### src/rtl/uart_pkg.sv
// Shared definitions for the UART transmit FIFO sequencer.
//   - Default widths and FIFO read latency used as parameter defaults.
//   - Sequencer state encoding.
package uart_pkg;

  localparam int unsigned DEFAULT_DATA_WIDTH = 8;
  localparam int unsigned DEFAULT_RD_LATENCY = 2;
  localparam int unsigned DEFAULT_CNT_WIDTH  = 8;

  // Latency countdown width; covers RD_LATENCY-1 for the legal range 1..3.
  localparam int unsigned LAT_W = 2;

  typedef enum logic [2:0] {
    StIdle  = 3'd0,
    StPop   = 3'd1,
    StWait  = 3'd2,
    StHold  = 3'd3,
    StFlush = 3'd4
  } seq_state_e;

endpackage

### src/rtl/uart_tx_fifo_sequencer_if.sv
// Handshake bundle between the FIFO read port, the sequencer and the transmitter.
//   fifo_empty : registered FIFO empty flag
//   fifo_data  : registered FIFO read data
//   fifo_rd_n  : active-low FIFO read strobe, one cycle per pop
//   tx_data    : byte presented to the transmitter
//   tx_valid   : tx_data valid
//   tx_ready   : transmitter accepts the byte
// master = sequencer side, slave = FIFO/transmitter side.
interface uart_tx_fifo_sequencer_if
  import uart_pkg::*;
#(
  parameter int unsigned DATA_WIDTH = DEFAULT_DATA_WIDTH
) ();

  logic                  fifo_empty;
  logic [DATA_WIDTH-1:0] fifo_data;
  logic                  fifo_rd_n;
  logic [DATA_WIDTH-1:0] tx_data;
  logic                  tx_valid;
  logic                  tx_ready;

  modport master (
    input  fifo_empty,
    input  fifo_data,
    input  tx_ready,
    output fifo_rd_n,
    output tx_data,
    output tx_valid
  );

  modport slave (
    output fifo_empty,
    output fifo_data,
    output tx_ready,
    input  fifo_rd_n,
    input  tx_data,
    input  tx_valid
  );

endinterface

### src/rtl/uart_tx_fifo_sequencer.sv
// Drains the UART transmit FIFO one byte at a time into the transmitter.
// Owns the FIFO read port, compensates for the FIFO's registered read data
// (RD_LATENCY edges) and its registered empty flag, supports flush and keeps a
// wrapping count of bytes accepted by the transmitter.
//
// Ports:
//   clock      : system clock
//   reset_n    : asynchronous active-low reset
//   enable     : 1 = sequencer may pop and transmit
//   flush      : 1 = discard FIFO contents and any pending byte
//   bus        : FIFO read port and transmitter handshake (master side)
//   busy       : 1 whenever the sequencer is not idle (registered)
//   sent_count : bytes accepted by the transmitter, wraps
module uart_tx_fifo_sequencer
  import uart_pkg::*;
#(
  parameter int unsigned DATA_WIDTH = DEFAULT_DATA_WIDTH,
  parameter int unsigned RD_LATENCY = DEFAULT_RD_LATENCY,
  parameter int unsigned CNT_WIDTH  = DEFAULT_CNT_WIDTH
) (
  input  logic                         clock,
  input  logic                         reset_n,
  input  logic                         enable,
  input  logic                         flush,
  uart_tx_fifo_sequencer_if.master     bus,
  output logic                         busy,
  output logic [CNT_WIDTH-1:0]         sent_count
);

  // Countdown start: data is captured at the WAIT edge where the count is zero,
  // which is RD_LATENCY edges after the edge that sampled the read strobe.
  localparam logic [LAT_W-1:0] LatInit = LAT_W'(RD_LATENCY - 1);

  seq_state_e            state_q, state_d;
  logic                  rd_n_q, rd_n_d;
  logic [DATA_WIDTH-1:0] tx_data_q, tx_data_d;
  logic                  tx_valid_q, tx_valid_d;
  logic                  busy_q, busy_d;
  logic [CNT_WIDTH-1:0]  sent_q, sent_d;
  logic [LAT_W-1:0]      lat_cnt_q, lat_cnt_d;

  logic                  accept;
  logic                  can_pop;
  logic [LAT_W-1:0]      lat_dec;

  assign accept  = tx_valid_q & bus.tx_ready;
  assign can_pop = enable & ~bus.fifo_empty;
  assign lat_dec = (lat_cnt_q == '0) ? '0 : lat_cnt_q - 1'b1;

  always_comb begin
    state_d    = state_q;
    rd_n_d     = 1'b1;
    tx_data_d  = tx_data_q;
    tx_valid_d = tx_valid_q;
    sent_d     = sent_q;
    lat_cnt_d  = lat_cnt_q;

    if (flush && (state_q != StFlush)) begin
      // Flush pre-empts everything, including valid stability in HOLD.
      // Carry over any read still in flight so FLUSH waits it out.
      state_d    = StFlush;
      tx_valid_d = 1'b0;
      if (state_q == StPop) begin
        lat_cnt_d = LatInit;
      end else if (state_q == StWait) begin
        lat_cnt_d = lat_dec;
      end else begin
        lat_cnt_d = '0;
      end
    end else begin
      unique case (state_q)
        StIdle: begin
          if (can_pop) begin
            state_d = StPop;
            rd_n_d  = 1'b0;
          end
        end
        StPop: begin
          state_d   = StWait;
          lat_cnt_d = LatInit;
        end
        StWait: begin
          if (lat_cnt_q == '0) begin
            tx_data_d  = bus.fifo_data;
            tx_valid_d = 1'b1;
            state_d    = StHold;
          end else begin
            lat_cnt_d = lat_cnt_q - 1'b1;
          end
        end
        StHold: begin
          if (accept) begin
            tx_valid_d = 1'b0;
            sent_d     = sent_q + 1'b1;
            // Empty is already current here, so a back-to-back pop is safe.
            if (can_pop) begin
              state_d = StPop;
              rd_n_d  = 1'b0;
            end else begin
              state_d = StIdle;
            end
          end
        end
        StFlush: begin
          tx_valid_d = 1'b0;
          lat_cnt_d  = lat_dec;
          if (!rd_n_q) begin
            // Pop sampled at this edge; its data lands RD_LATENCY edges later.
            lat_cnt_d = LatInit;
          end else if (!bus.fifo_empty) begin
            // Only pop after a non-pop cycle so empty reflects the last pop.
            rd_n_d = 1'b0;
          end else if (!flush && (lat_cnt_q == '0)) begin
            state_d = StIdle;
          end
        end
        default: begin
          state_d = StIdle;
        end
      endcase
    end

    busy_d = (state_d != StIdle);
  end

  always_ff @(posedge clock or negedge reset_n) begin
    if (!reset_n) begin
      state_q    <= StIdle;
      rd_n_q     <= 1'b1;
      tx_data_q  <= '0;
      tx_valid_q <= 1'b0;
      busy_q     <= 1'b0;
      sent_q     <= '0;
      lat_cnt_q  <= '0;
    end else begin
      state_q    <= state_d;
      rd_n_q     <= rd_n_d;
      tx_data_q  <= tx_data_d;
      tx_valid_q <= tx_valid_d;
      busy_q     <= busy_d;
      sent_q     <= sent_d;
      lat_cnt_q  <= lat_cnt_d;
    end
  end

  assign bus.fifo_rd_n = rd_n_q;
  assign bus.tx_data   = tx_data_q;
  assign bus.tx_valid  = tx_valid_q;
  assign busy          = busy_q;
  assign sent_count    = sent_q;

endmodule

### src/flat_wrapper.sv
// flat-port wrapper written by rule: the top's interface ports become plain ports
module uart_tx_fifo_sequencer_flat import uart_pkg::*;
#(
  parameter int unsigned DATA_WIDTH = DEFAULT_DATA_WIDTH,
  parameter int unsigned RD_LATENCY = DEFAULT_RD_LATENCY,
  parameter int unsigned CNT_WIDTH  = DEFAULT_CNT_WIDTH
)
  (clock, reset_n, enable, flush, busy, sent_count, bus_fifo_empty, bus_fifo_data, bus_tx_ready, bus_fifo_rd_n, bus_tx_data, bus_tx_valid);
  uart_tx_fifo_sequencer_if #(.DATA_WIDTH(DATA_WIDTH)) bus_i ();
  input  logic clock;
  input  logic reset_n;
  input  logic enable;
  input  logic flush;
  output logic busy;
  output logic [CNT_WIDTH-1:0] sent_count;
  input wire logic [$bits(bus_i.fifo_empty)-1:0] bus_fifo_empty;
  input wire logic [$bits(bus_i.fifo_data)-1:0] bus_fifo_data;
  input wire logic [$bits(bus_i.tx_ready)-1:0] bus_tx_ready;
  output wire logic [$bits(bus_i.fifo_rd_n)-1:0] bus_fifo_rd_n;
  output wire logic [$bits(bus_i.tx_data)-1:0] bus_tx_data;
  output wire logic [$bits(bus_i.tx_valid)-1:0] bus_tx_valid;
  assign bus_i.fifo_empty = bus_fifo_empty;
  assign bus_i.fifo_data = bus_fifo_data;
  assign bus_i.tx_ready = bus_tx_ready;
  assign bus_fifo_rd_n = bus_i.fifo_rd_n;
  assign bus_tx_data = bus_i.tx_data;
  assign bus_tx_valid = bus_i.tx_valid;
  uart_tx_fifo_sequencer #(.DATA_WIDTH(DATA_WIDTH), .RD_LATENCY(RD_LATENCY), .CNT_WIDTH(CNT_WIDTH)) u_core (.clock(clock), .reset_n(reset_n), .enable(enable), .flush(flush), .bus(bus_i), .busy(busy), .sent_count(sent_count));
endmodule
### config.mk
export PLATFORM = sky130hd
export DESIGN_NAME = uart_tx_fifo_sequencer_flat
export DESIGN_NICKNAME = d
export VERILOG_FILES = /design/src/rtl/uart_pkg.sv /design/src/rtl/uart_tx_fifo_sequencer_if.sv /design/src/rtl/uart_tx_fifo_sequencer.sv /design/src/flat_wrapper.sv
export SDC_FILE = /design/constraint.sdc
export NUM_CORES = 1
export LEC_CHECK = 0
export CAP_MARGIN = 0
export CORE_MARGIN = 5
export CORE_UTILIZATION = 47
export CTS_BUF_LIST = sky130_fd_sc_hd__clkbuf_16
export DETAILED_ROUTE_END_ITERATION = 12
export PLACE_DENSITY = 0.81
export SYNTH_ARGS = -nofsm -noshare
export SYNTH_HDL_FRONTEND = slang
export SYNTH_SLANG_ARGS = --single-unit
### constraint.sdc
create_clock -name clock -period 1.7 [get_ports clock]
set_input_delay 0.51 -clock clock [delete_from_list [all_inputs] [get_ports clock]]
set_output_delay 0.51 -clock clock [all_outputs]
set_load 0.005 [all_outputs]
Word level (Yosys, flattened, before mapping)
Cells that the tools add are included.

storage, ports and cells
  register bits = 24
  bits of input ports = 14

cells by class
  add/sub/neg operators = 2
  equality and inequality tests = 8
  muxes and demuxes = 26
  bitwise logic cells = 4
  reductions and logical operators = 12

operators with widths
  operator             count
  $mux 3               7
  $pmux 3 s5           1
  $mux 2               6
  $mux 1               9
  $reduce_and 3->1     3
  $add 8x1->8 const B  1
  $reduce_bool 4->1    2
  $eq 3x2->1 const B   2
  $ne 3x2->1 const B   2
  $pmux 1 s3           2
  $pmux 2 s3           1
  $eq 3x1->1 const B   1
  $eq 3x3->1 const B   1
  $logic_not 3->1      1
  $ne 3x1->1 const B   1
  $ne 3x3->1 const B   1
  $reduce_bool 3->1    1
  $and 1x1->1          2
  $logic_and 1x1->1    2
  $logic_not 2->1      1
  $not 1->1            2
  $reduce_and 2->1     1
  $sub 2x1->2 const B  1
  $logic_not 1->1      1

Longest topological paths before layout
Gate-level depths: netlist (run 1).

  word-level depth = 8
  gate-level depth with buffers = 6
  mapped depth without buffers = 6

Worst setup path after synthesis (run 1)
OpenSTA, ideal clock, no wires.

  path type = reg2reg
  start = reg u_core.lat_cnt_q[0]
  end = reg u_core.lat_cnt_q[1]
  library setup time = 0.125 ns
  arrival time = 1.380 ns
  path slack = 0.196 ns
  stages on the path, launching flop included = 7
  clock period less this slack = 1.504 ns
  path through = dfrtp_1 -> inv_1 -> ha_1 -> nor3b_1 -> a21oi_1 -> o21ai_2 -> mux2_2

on the way
  word-level cells in the longest chain between the ends = 5
  elaborated cells on any way between the ends = 11
  classes of those cells = add/sub: 1; eq/ne: 1; mux: 7; reduce/logical: 2

ends and longest elaborated chain
  item                                            line                                                                                      source
  start: declaration                              uart_tx_fifo_sequencer.sv:40                                                              logic [LAT_W-1:0] lat_cnt_q, lat_cnt_d;
  start signal: assignment                        uart_tx_fifo_sequencer.sv:142                                                             lat_cnt_q <= lat_cnt_d;
  $sub 2x1->2 or $logic_not 2->1 (tied branches)  uart_tx_fifo_sequencer.sv:48, uart_tx_fifo_sequencer.sv:88, uart_tx_fifo_sequencer.sv:83
  $mux 2                                          uart_tx_fifo_sequencer.sv:48                                                              assign lat_dec = (lat_cnt_q == '0) ? '0 : lat_cnt_q - 1'b1;
  $mux 2, on equally long branches                uart_tx_fifo_sequencer.sv:107, uart_tx_fifo_sequencer.sv:65
  $pmux 2 s3 or $mux 2 (tied branches)            uart_tx_fifo_sequencer.sv:71, uart_tx_fifo_sequencer.sv:63
  $mux 2                                          uart_tx_fifo_sequencer.sv:58                                                              if (flush && (state_q != StFlush)) begin

Several ways; a longest one is shown, not always the timed one. The select of a mux whose other input is x is not followed.
A chain may end at the register's enable or synchronous reset.

Worst setup path after layout (run 1)
  start = reg u_core.sent_q[1], in the netlist u_core.sent_count[1]
  end = out sent_count[1]

RTL lines
  item                      line                           source
  start: declaration        uart_tx_fifo_sequencer.sv:39   logic [CNT_WIDTH-1:0] sent_q, sent_d;
  start signal: assignment  uart_tx_fifo_sequencer.sv:141  sent_q <= sent_d;
  end: declaration          flat_wrapper.sv:15             output logic [CNT_WIDTH-1:0] sent_count;

No word-level cell between the ends.

==> results of run 1 <==
[cell usage after synthesis (all sizes together)]
cell type,count
a21oi,5
nand2,4
nor2,7
a211oi,1
buf,5
nor3,3
inv,4
xnor2,6
ha,4
a32oi,2
mux2i,1
xor2,1
dfrtp,23
a2bb2oi,1
o21ai,3
or4b,1
and4,1
o41ai,1
a31o,1
nand4,4
dfstp,1
o22ai,1
a211o,1
a31oi,1
and3b,1
nand3,4
nor4,1
nand2b,2
nand3b,1
nor2b,1
nand4b,2
nor3b,1
mux2,10
[kinds of logic after synthesis]
| group | count (synthesis) |
|---|---|
| compound gates | 17 |
| xor+xnor | 7 |
| fa+ha+maj | 4 |
| buf+inv | 9 |
| flops | 24 |
| mux | 11 |
| simple gates | 33 |
[layer usage]
metal	wire length, um	global-route usage (%)	vias up
li1	-	-	482
met1	1140	18.5	493
met2	1350	26.1	26
met3	180	5.87	2
met4	12	2.73	0
met5	0	0	-
[final timing paths]
check / cells past startpoint / endpoint / slack [ns] / from
max: 1 / sent_count[1] / 0.03 / u_core.sent_count[1]$_DFFE_PN0P_
min: 1 / u_core.sent_count[7]$_DFFE_PN0P_ / 0.48 / u_core.sent_count[7]$_DFFE_PN0P_
max reg2reg: 6 / u_core.lat_cnt_q[1]$_DFFE_PN0P_ / 0.15 / u_core.lat_cnt_q[0]$_DFFE_PN0P_
min reg2reg: 1 / u_core.sent_count[7]$_DFFE_PN0P_ / 0.48 / u_core.sent_count[7]$_DFFE_PN0P_
max in group asynchronous: 2 / u_core.bus.fifo_rd_n$_DFF_PN1_ / 0.87 / reset_n
min in group asynchronous: 2 / u_core.state_q[1]$_DFF_PN0_ / 0.60 / reset_n
[flip-flops by register name (all words and copies together) (netlist names)]
name,flops
u_core.bus.tx_data,8
u_core.sent_count,8
u_core.state_q,3
u_core.lat_cnt_q,2
u_core.bus.fifo_rd_n,1
u_core.bus.tx_valid,1
u_core.busy,1
[power by group through the flow]
stage          clock network, mW  registers, mW  logic (mW)
4_1_cts                    0.510          0.609       0.185
6_report                   0.496          0.610       0.188
3_3_place_gp                   0          0.619       0.178
2_1_floorplan                  0          0.612      0.0935
5_1_grt                    0.547          0.611       0.208
3_5_place_dp                   0          0.620       0.184
[what timing repair did]
item / CTS / global route
hold endpoints to repair: 0 / 0
gates resized for setup: 4 / 5
buffers inserted: 4 / 5
setup endpoints to repair: 10 / 11
pin swaps: 0 / 2
[through the flow]
step,std cells,hold slack [ns]
2_1_floorplan,105,0.214
3_3_place_gp,172,0.460
3_5_place_dp,172,0.484
4_1_cts,180,0.492
5_1_grt,185,0.513
6_report,185,0.481
[layout make-up]
class                   instances  area share (%)
flip-flops and latches         24            33.4
multi-input cells              72            33.1
repair buffers                 51            26.2
clock buffers                   3            4.14
well taps                      30            2.07
inverters                       4           0.828
clock inverters                 1           0.207
==> run_results.csv, run 1 <==
group,metric,value,unit
run_status,status,"finished, final reports clean",
critical_path,crit_fanout,3,
timing,fin_setup_tns,0,ns
global_route,grt.total_usage,15.3,%
critical_path,cpPeakStageDelay,0.52,ns
critical_path,crit_type,"register to output port",
synth,synth.area.mux_share,9.88,%
synth,syn_inst,105,
synth,yosysWarningCount,0,
detailed_routing,vias,1003,
pwr,finalPower,1.29,mW
synth,synth-adder-area-share,4.03,%
layout,fillers,179,
synth,synth_xor_area_share,4.94,%
worst_hold_path,min_path_type,"register to register",
layout,antenna_cells,0,
critical_path,setup.worst_path.start_class,"register",
synth,synth_nets,123,
synth,ys_seq_area_share,48.5,%
timing,fin_crit,1.67,ns
timing,finalClockSkew,0.00356,ns
layout,post-route-util,72.5,%
layout,regArea,606,um2
pwr,netSwitchingFraction,22.4,%
global_route,antenna_found_initial,0,
synth,synth.avg_cell_area,11.8,um2
pwr,power.switching,0.290,mW
pwr,clockPowerShare,38.3,%
cts,holdBufCountCts,0,
pwr,p_seq_share,47.1,%
detailed_routing,avgViaCountPerCell,5.42,
cts,root_buffer,"clkbuf_16",
run,drv_cap,0,
pwr,power.density,714,nW/um2
layout,num-nets-final,174,
cts,cts_buffer_depth,2,
synth,synth_compound_area_share,9.38,%
floorplan,initial_core_util,49.6,%
floorplan,rows,18,
timing,worst_pin_slew,0.352,ns
detailed_routing,dr.first_iter.drc_count,11,
placement,gp_congestion,0.760,
placement,dp_hpwl,1940,um
floorplan,ios,33,
timing,relSlewSlack,76.4,%
detailed_routing,routedWlPerCell,14.5,um
synth,netlist_area,1240,um2
synth,yosys.area_share.simple,18.9,%
floorplan,die_y,61.4,um
placement,pre_cts_ws,-0.261,ns
detailed_routing,ant_nets,0,
timing,fin_crit_sh,98.5,%
layout,final_area,1810,um2
placement,placed_cell_area,1650,um2
cts,cts_made_buffers,3,
placement,io_buffers,32,
pwr,p_comb_share,14.5,%
cts,clock-sinks,24,
detailed_routing,drc,0,
critical_path,end_kind,"output port",
synth,yosys-top-cells-area,"dfrtp_1 (46%), mux2_2 (9.1%), xnor2_1 (4.2%)",
layout,final_cell_mix,"clkdlybuf4s50_1 (29), dfrtp_1 (20), buf_4 (18)",
layout,final_common_cell,"clkdlybuf4s50_1",
pwr,ir_drop,0.000888,V
synth,synth_top_family_by_area,"simple AND/OR/NAND/NOR gates",
detailed_routing,wl,2690,um
floorplan,die_w,61.4,um
critical_path,critPathTopFamily,"buffers and inverters",
synth,synth_cell_types,39,
layout,area_growth,46.1,%
timing,slew_violations,0,
global_route,grt_pass1_vias,966,
global_route,grt_first_pass_wirelength,4280,um
layout,drive_above_1_share,28.4,%
pwr,p_int,1.00,mW
cts,htree_levels,1,
timing,finalWorstSetupSlack,0.0257,ns
timing,fmaxAchievable,0.597,GHz
critical_path,critPathBufInv,1,
cts,worstSkewPairLatency,0.25,ns
critical_path,required,1.19,ns
global_route,overflow,0,
critical_path,crit_chain,"clkdlybuf4s50_1",
floorplan,die_area,3770,um2
timing,hold_violations,0,
synth,synth_top_area_share,46.4,%
critical_path,cp.arrival,1.16,ns
synth,ys_ff_latch,24,
floorplan,core_area,2500,um2
timing,setup-violations-final,0,
detailed_routing,drt-pass1-iter-count,4,
global_route,grt_max_degree,25,
cts,path_clk_slew,0.06,ns
layout,multi_input_area,601,um2
cts,cts_tree,"yes",
critical_path,crit_slowest_cell,"clkdlybuf4s50_1",
synth,yosysTopAreaCell,"dfrtp_1",
pwr,p_leak,0.833,nW
No activity file was read; power rests on OpenSTA's default activity.
==> inputs of run 2 (changes only) <==
--- a/config.mk
+++ b/config.mk
@@ -6,6 +6,7 @@
 export NUM_CORES = 1
 export LEC_CHECK = 0
 export CAP_MARGIN = 0
+export CORE_ASPECT_RATIO = 1.1
 export CORE_MARGIN = 5
 export CORE_UTILIZATION = 47
 export CTS_BUF_LIST = sky130_fd_sc_hd__clkbuf_16
==> run 2 against run 1 <==
Clock power up 35%. Clock skew up 0.0011 ns. Wire length up 6.0%. Critical path depth unchanged. Register-to-register slack worse by 0.05 ns. Via count down 0.20%. Sequential cell count unchanged. Worst setup slack better by 0.013 ns. Critical path type unchanged. Critical endpoint is now sent_count[0].
==> run_results.csv, run 2 (synthesized netlist as in run 1, its figures left out) <==
group,metric,value,unit
layout,antenna_cells,0,
timing,worst_pin_slew,0.370,ns
global_route,grt_pass1_vias,1020,
critical_path,end_kind,"output port",
run,drv_cap,0,
cts,worstSkewPairLatency,0.26,ns
global_route,grt.total_usage,16.2,%
detailed_routing,ant_nets,0,
pwr,power.switching,0.315,mW
pwr,p_seq_share,41.1,%
detailed_routing,drc,0,
detailed_routing,wl_met2,1440,um
layout,drive_above_1_share,27.2,%
pwr,power.density,817,nW/um2
layout,final_common_cell,"clkdlybuf4s50_1",
timing,relSlewSlack,75.2,%
layout,fillers,187,
critical_path,critPathTopFamily,"buffers and inverters",
detailed_routing,m1WireLength,1190,um
detailed_routing,wl,2850,um
timing,fin_crit,1.66,ns
detailed_routing,highest_layer,"met4",
detailed_routing,routedWlPerCell,15.7,um
floorplan,core_area,2520,um2
timing,fin_crit_sh,97.7,%
detailed_routing,dr.first_iter.drc_count,19,
pwr,p_int,1.15,mW
detailed_routing,drt-pass1-iter-count,4,
timing,rsz0062_at_grt,"no",
critical_path,cp.arrival,1.15,ns
pwr,p_leak,0.825,nW
floorplan,die_y,63.9,um
critical_path,required,1.19,ns
pwr,finalPower,1.47,mW
timing,finalWorstSetupSlack,0.0385,ns
placement,dp_hpwl,2030,um
cts,cts_tree,"yes",
cts,holdBufCountCts,0,
critical_path,critPathBufInv,1,
detailed_routing,dr_wl_met3,143,um
floorplan,die_w,59.0,um
critical_path,cpPeakStageDelay,0.52,ns
cts,cts_made_buffers,3,
critical_path,crit_fanout,2,
global_route,overflow,0,
timing,setup-violations-final,0,
placement,placed_cells,173,
cts,clock-sinks,24,
cts,cts_buffer_depth,2,
pwr,p_comb_share,13.1,%
floorplan,ios,33,
critical_path,crit_type,"register to output port",
timing,hold_violations,0,
run_status,status,"finished, final reports clean",
timing,finalClockSkew,0.00471,ns
pwr,clockPowerShare,45.8,%
pwr,netSwitchingFraction,21.5,%
global_route,antenna_found_initial,0,
critical_path,crit_slowest_cell,"clkdlybuf4s50_1",
placement,pre_cts_ws,-0.309,ns
global_route,grt_max_degree,17,
layout,final_cell_mix,"clkdlybuf4s50_1 (28), dfrtp_1 (21), buf_4 (15)",
placement,gp_congestion,0.869,
timing,fin_setup_tns,0,ns
critical_path,crit_chain,"clkdlybuf4s50_1",
worst_hold_path,whs_path_depth,1,
critical_path,worstRegToRegCells,6,
critical_path,setup.worst_path.start_class,"register",
timing,holdWs,0.474,ns
layout,stdcell_count,182,
detailed_routing,avgViaCountPerCell,5.50,
worst_hold_path,min_path_type,"register to register",
timing,slew_violations,0,
floorplan,die_area,3770,um2
cts,root_buffer,"clkbuf_16",
cts,path_clk_slew,0.06,ns
detailed_routing,vias,1001,
timing,fmaxAchievable,0.602,GHz
critical_path,cp_num_cells,1,
global_route,grt_first_pass_wirelength,4720,um
layout,num-nets-final,170,
layout,area_growth,44.6,%
placement,io_buffers,32,
pwr,ir_drop,0.000589,V
floorplan,rows,19,
cts,htree_levels,1,
floorplan,initial_core_util,49.3,%
run 2: cell types whose count changed in the layout (fill, tap and decap cells not counted):
cell             delta
buf_4               -3
clkdlybuf4s50_1     -1
dlymetal6s2s_1      -1
dfrtp_1             +1
dfrtp_2             -1
dlygate4sd2_1       +2
nor2_1              -1
bufinv_16           +1
buf_12              -1
clkinv_1            -1
nor2_2              +1
run 2: worst paths after layout:
kind / start / end / slack, ns
max: u_core.sent_count[0]$_DFFE_PN0P_ / sent_count[0] / 0.04
min: u_core.sent_count[7]$_DFFE_PN0P_ / u_core.sent_count[7]$_DFFE_PN0P_ / 0.47
max reg2reg: u_core.lat_cnt_q[0]$_DFFE_PN0P_ / u_core.lat_cnt_q[1]$_DFFE_PN0P_ / 0.10
min reg2reg: u_core.sent_count[7]$_DFFE_PN0P_ / u_core.sent_count[7]$_DFFE_PN0P_ / 0.47
max in group asynchronous: reset_n / u_core.state_q[0]$_DFF_PN0_ / 0.71
min in group asynchronous: reset_n / u_core.bus.tx_data[0]$_DFFE_PN0P_ / 0.51
run 2: worst register-to-register path, delay by kind of cell, from the launching register on:
family / cells / cell delay [ns]
DFF: 1 / 0.38
AOI/OAI and AO/OA: 2 / 0.23
muxes: 1 / 0.34
and+or+nand+nor: 1 / 0.20
buffers and inverters: 1 / 0.09
adders and majority gates: 1 / 0.25
run 2: power by group through the flow:
| stage | registers (mW) | logic [mW] | clock network [mW] |
|---|---|---|---|
| 4_1_cts | 0.603 | 0.193 | 0.687 |
| 3_3_place_gp | 0.611 | 0.178 | 0 |
| 6_report | 0.603 | 0.192 | 0.671 |
| 5_1_grt | 0.604 | 0.210 | 0.701 |
| 3_5_place_dp | 0.613 | 0.186 | 0 |
| 2_1_floorplan | 0.612 | 0.0935 | 0 |
run 2: final cells by class:
cell class	instances	area (um2)	share of cell area, %
well taps	31	38.8	2.16
clock inverters	1	30.0	1.67
flip-flops and latches	24	604	33.7
clock buffers	3	75.1	4.18
multi-input cells	72	603	33.6
inverters	4	15.0	0.837
repair buffers	47	428	23.8
run 2: through the flow:
step / area, um2 / util [%]
2_1_floorplan: 1240 / -
3_3_place_gp: 1640 / 64.9
3_5_place_dp: 1640 / 64.9
4_1_cts: 1780 / 70.5
5_1_grt: 1790 / 71.2
6_report: 1790 / 71.2
run 2: repair_timing:
action / 4_1_cts / 5_1_grt
buffers inserted: 3 / 2
gates cloned: 0 / 0
resized for setup: 8 / 2
endpoints found under the setup margin: 17 / 4
pin swaps: 1 / 0
run 2: metal layers:
metal / GRT usage (%) / vias to the layer above
li1: - / 473
met1: 20.3 / 484
met2: 25.7 / 37
met3: 3.22 / 7
met4: 9.07 / 0
met5: 0 / -
